## src/rtl/fabric_bitstream_timeout.sv

```systemverilog
// rtl/fabric_bitstream_timeout.sv - saturating idle watchdog; hit when count reaches limit
module fabric_bitstream_timeout #(
  parameter int W = 20
) (
  input  logic         clk,
  input  logic         rst,
  input  logic         clear,
  input  logic         enable,
  input  logic [W-1:0] limit,
  output logic         hit
);
  logic [W-1:0] count;

  always_ff @(posedge clk or posedge rst) begin
    if (rst) begin
      count <= '0;
    end else if (clear) begin
      count <= '0;
    end else if (enable && (count != '1)) begin
      count <= count + 1'b1;
    end
  end

  // A word arriving this cycle always beats the watchdog.
  assign hit = enable && !clear && (count >= limit);
endmodule

```

## config.mk

```make
export PLATFORM = sky130hd
export DESIGN_NAME = fabric_bitstream_timeout
export DESIGN_NICKNAME = d
export VERILOG_FILES = /design/src/rtl/fabric_bitstream_timeout.sv
export SDC_FILE = /design/constraint.sdc
export NUM_CORES = 1
export LEC_CHECK = 0
export ABC_CLOCK_PERIOD_IN_PS = 2600
export CORE_UTILIZATION = 35
export DETAILED_ROUTE_END_ITERATION = 10
export PLACE_DENSITY = 0.55
export SYNTH_ARGS = -nofsm -noshare
export SYNTH_HDL_FRONTEND = slang
export SYNTH_SLANG_ARGS = --single-unit
```

## constraint.sdc

```tcl
create_clock -name clk -period 2.6 [get_ports clk]
set_clock_uncertainty 0.15 [all_clocks]
set_input_delay 0.52 -clock clk [delete_from_list [all_inputs] [get_ports clk]]
set_output_delay 0.52 -clock clk [all_outputs]
set_load 0.02 [all_outputs]
```

# == Word level (Yosys, flattened, before mapping) ==
# Index checks and enable logic that the tools add are counted.
# word_totals
register_bits,20
latch_bits,0
ram_bits,0
romBits,0
output_inout_bits,1
wordCells,11
memories,0
# classes
add_sub_neg,1
mul,0
div,0
magnitude_cmp,1
eq_ne,1
shift,0
muxes,2
n_bitwise,0
n_reduce_logical,5
# ops
cell,n
20-bit two-way mux,2
"20-bit by 1-bit adder with 20-bit output, second input constant",1
20-bit greater-or-equal comparator,1
"20-bit inequality test, second input constant",1
1-bit logical AND,3
2-bit nonzero test,1
1-bit zero test,1

# == Longest topological paths before layout ==
# depth
depth_word,4
depth_mapped,7
ltp_nobuf,7

# == Least setup slack after synthesis ==
# Ideal clock, no wire load.
# synth_timing
path_kind,in2out
startpoint,input port limit[5]
endpoint,output port hit
arrival_time_ns,2.245
required_time_ns,1.930
slack_ns,-0.315
cell_stages,7
path_cell_list,inv_1 ha_1 nand2_1 or3_1 o221ai_1 a21oi_1 o41ai_1
# synth_between
elab_chain_cells,2
# synth_rtl
element,line_no,source
from (decl),9,"input logic [W-1:0] limit,"
20-bit greater-or-equal comparator,25,assign hit = enable && !clear && (count >= limit);
1-bit logical AND,25,
to (decl),10,output logic hit
# No other way between the ends.

# == Worst setup path after layout ==
# layout_timing
startpoint,input port limit[6]
endpoint,output port hit
# The elaborated chain is that of the path after synthesis.

==> results.yml <==
sta:
  setup_violations: 1
  fmax_ghz: 0.3491
  drv_slew: 0
  hold_violations: 0
  tightestPinTransition_ps: 436.8
  setup_tns_ps: -264.6
  post-route-period-util: 1.102
  hold_slack_ps: 425.6
  slew_headroom: 0.7066
  layout_setup_ws_ps: -264.6
  fin_crit_ps: 2865
  grt_setup_unrepaired: "true"
run_status:
  failed_checks: "setup timing"
  status: "finished with violations"
detailed_routing:
  drt-initial-drc-count: 55
  routed_wl_um: 3823
  vias: 1488
  drc_errors: 0
  antenna_left: 0
  dr.pass1.iters: 5
  via_per_inst: 5.096
  post_drt_wl_per_cell_um: 13.09
synth:
  synth_cell_type_count: 42
  synth_area_sq_um: 1627
  async_flop_share: 1.000
  synth_top_family_by_area: "simple AND/OR/NAND/NOR gates"
  seq_area_frac_synth: 0.3077
  synthFlopType: "dfrtp_1"
  syn-num-nets: 233
  synth-simple-area-share: 0.2415
  muxShareOfSynthArea: 0.006154
  synth_xor_area_frac: 0.09692
  ys_ff_latch: 20
  synth_edf_count: 0
  avgSynthCellArea_sq_um: 8.652
  synth_compound_area_frac: 0.1138
  synthAdderAreaFrac: 0.1615
  yosysWarnings: 0
  synthCells: 188
worst_setup_path:
  r2r-start: "count[0]$_DFFE_PP0P_"
  rr_endpoint: "count[1]$_DFFE_PP0P_"
  crit_required_ps: 1930
  r2r_slack_ps: 530
  endpoint: "hit"
  crit_path_start: "limit[6]"
  end_kind: "output pin"
  path_max_fanout: 2
  rr_worst_depth: 7
  start_kind: "primary input"
  cp.arrival_ps: 2190
  critPathKind: "primary input to output pin"
grt:
  grtUsageTotal: 0.1762
  met3_usage: 0.03319
  grt.met2_usage: 0.3013
  grt_use_met1: 0.2271
  grt_busiest_layer: "met2"
  antenna_found_initial: 0
  grt_overflow: 0
  grt_max_degree: 21
  grt_pass1_vias: 1567
  grt_pass1_wl_um: 6975
finish:
  final_core_util: 0.5247
  drive_gt1_frac: 0.2917
  stdcell_count: 292
  largestRegisters: "count x20"
  largest_reg_flops: 20
  n_antenna_cell: 0
  regMostFlops: "count"
  syn_to_final_growth_pct: 42.38
  fin_nets: 286
  finalInstanceArea_sq_um: 2316
floorplan:
  die_h_um: 70.17
  die_area_sq_um: 4924
  core_sq_um: 4414
  rows: 24
  boundaryPins: 25
  die_w_um: 70.17
  start_util: 0.3685
clock_network:
  cts_tree: "yes"
  cts.clk_slew.worst_paths_ps: 80
  clock-sinks: 20
  cts_root_buf: "clkbuf_8"
  clk-insertion-delay-late_ps: 260
  clockBufferDepth: 2
  htreeDepth: 1
  cts_made_buffers: 3
  postCtsHoldBufs: 0
placement:
  dpl.hpwl_um: 2898
  place_inst: 285
  place_ws_ps: -1116
  gp_congestion: 0.8118
  io_buffers: 24
  dpl_cell_area_sq_um: 2118
flow_run:
  maxCapViolCount: 0
min_path:
  hold_path_class: "primary input to async pin"
power:
  irDropWorstVdd_uv: 156.6
  leakage_nw: 1.101
  p_clk_frac: 0.362
  power_frac_seq: 0.463
  intPower_mw: 0.5146
  power.switching_mw: 0.1668
  power_density_nw_per_um2: 294.2
  swShare: 0.2448
  finalPower_mw: 0.6814
  combPwrFrac: 0.174
## layout by cell type, fill, tap and decap left out, types with 4 or more instances in the layout
cell,instances
a21oi_1,9
buf_4,31
clkbuf_8,4
clkdlybuf4s50_1,14
dfrtp_1,20
dlygate4sd2_1,4
ha_1,13
ha_4,7
inv_1,17
inv_2,5
nand2_1,12
nand4_1,7
nor2_1,22
nor4_1,5
xnor2_1,15
## cell families after synthesis
| kind of cell | after synthesis |
|---|---|
| and+or+nand+nor | 72 |
| AOI/OAI and AO/OA | 28 |
| DFF | 20 |
| xor gates and xnor gates | 18 |
| buffers and inverters | 28 |
| muxes | 1 |
| adders and majority gates | 21 |
## routing by layer
| layer | routed length, um | part of all wire |
|---|---|---|
| met5 | 0 | 0 |
| met4 | 48 | 0.013 |
| met3 | 106 | 0.028 |
| met2 | 1882 | 0.49 |
| met1 | 1785 | 0.47 |
## power groups by stage
| stage | logic [mW] | registers [mW] | clock network, mW |
|---|---|---|---|
| after floorplan | 0.0444 | 0.323 | 0 |
| after global placement | 0.0987 | 0.322 | 0 |
| after detailed placement | 0.103 | 0.322 | 0 |
| after CTS | 0.118 | 0.316 | 0.254 |
| after global routing | 0.135 | 0.316 | 0.268 |
| final | 0.119 | 0.316 | 0.247 |
## worst min path at each step
stage | startpoint | to | slack (ps)
global route | rst | count[18]$_DFFE_PP0P_ | 480
CTS | rst | count[1]$_DFFE_PP0P_ | 440
global placement | count[11]$_DFFE_PP0P_ | count[11]$_DFFE_PP0P_ | 480
detailed placement | count[6]$_DFFE_PP0P_ | count[6]$_DFFE_PP0P_ | 490
finish | rst | count[1]$_DFFE_PP0P_ | 430
floorplan | rst | count[0]$_DFFE_PP0P_ | 330
## timing repair
item,in CTS,in global routing
pin swaps,18,9
endpoints found under the setup margin,1,1
gates resized for setup,40,8
buffers inserted,1,2
## synth_stat cells, types with 2 or more instances
library cell / n / share of area
nand3_1: 4 / 0.012
a21oi_1: 12 / 0.037
and4b_1: 2 / 0.012
dfrtp_1: 20 / 0.31
clkbuf_1: 3 / 0.0069
o21ai_0: 3 / 0.0092
nor2_1: 22 / 0.051
nor3_2: 2 / 0.012
nor3_1: 2 / 0.0062
ha_1: 21 / 0.16
inv_1: 22 / 0.051
xor2_1: 3 / 0.016
and2_1: 2 / 0.0077
nand2_2: 2 / 0.0077
nand2_1: 13 / 0.030
and3_1: 2 / 0.0077
xnor2_1: 15 / 0.081
or3_1: 2 / 0.0077
nor4_1: 5 / 0.019
nand2b_1: 2 / 0.0077
nand4_1: 7 / 0.027
a31oi_1: 2 / 0.0077
## worst max-delay path, cell delays in order
cell and delay [ps]:
clkdlybuf4s15_1 170, inv_2 40, ha_4 250, nand2_2 50, or3_4 370, o221ai_2 220
a21oi_2 110, o41ai_4 270, buf_4 190
## cell type report
type	instances	area, sq um
fillers	419	2098
multi-input cells	140	1170
flip-flops and latches	20	500.5
repair buffers	54	442.9
inverters	22	82.58
well taps	52	65.06
clock buffers	4	55.05
Note: power is estimated with default switching activity, not from simulation.
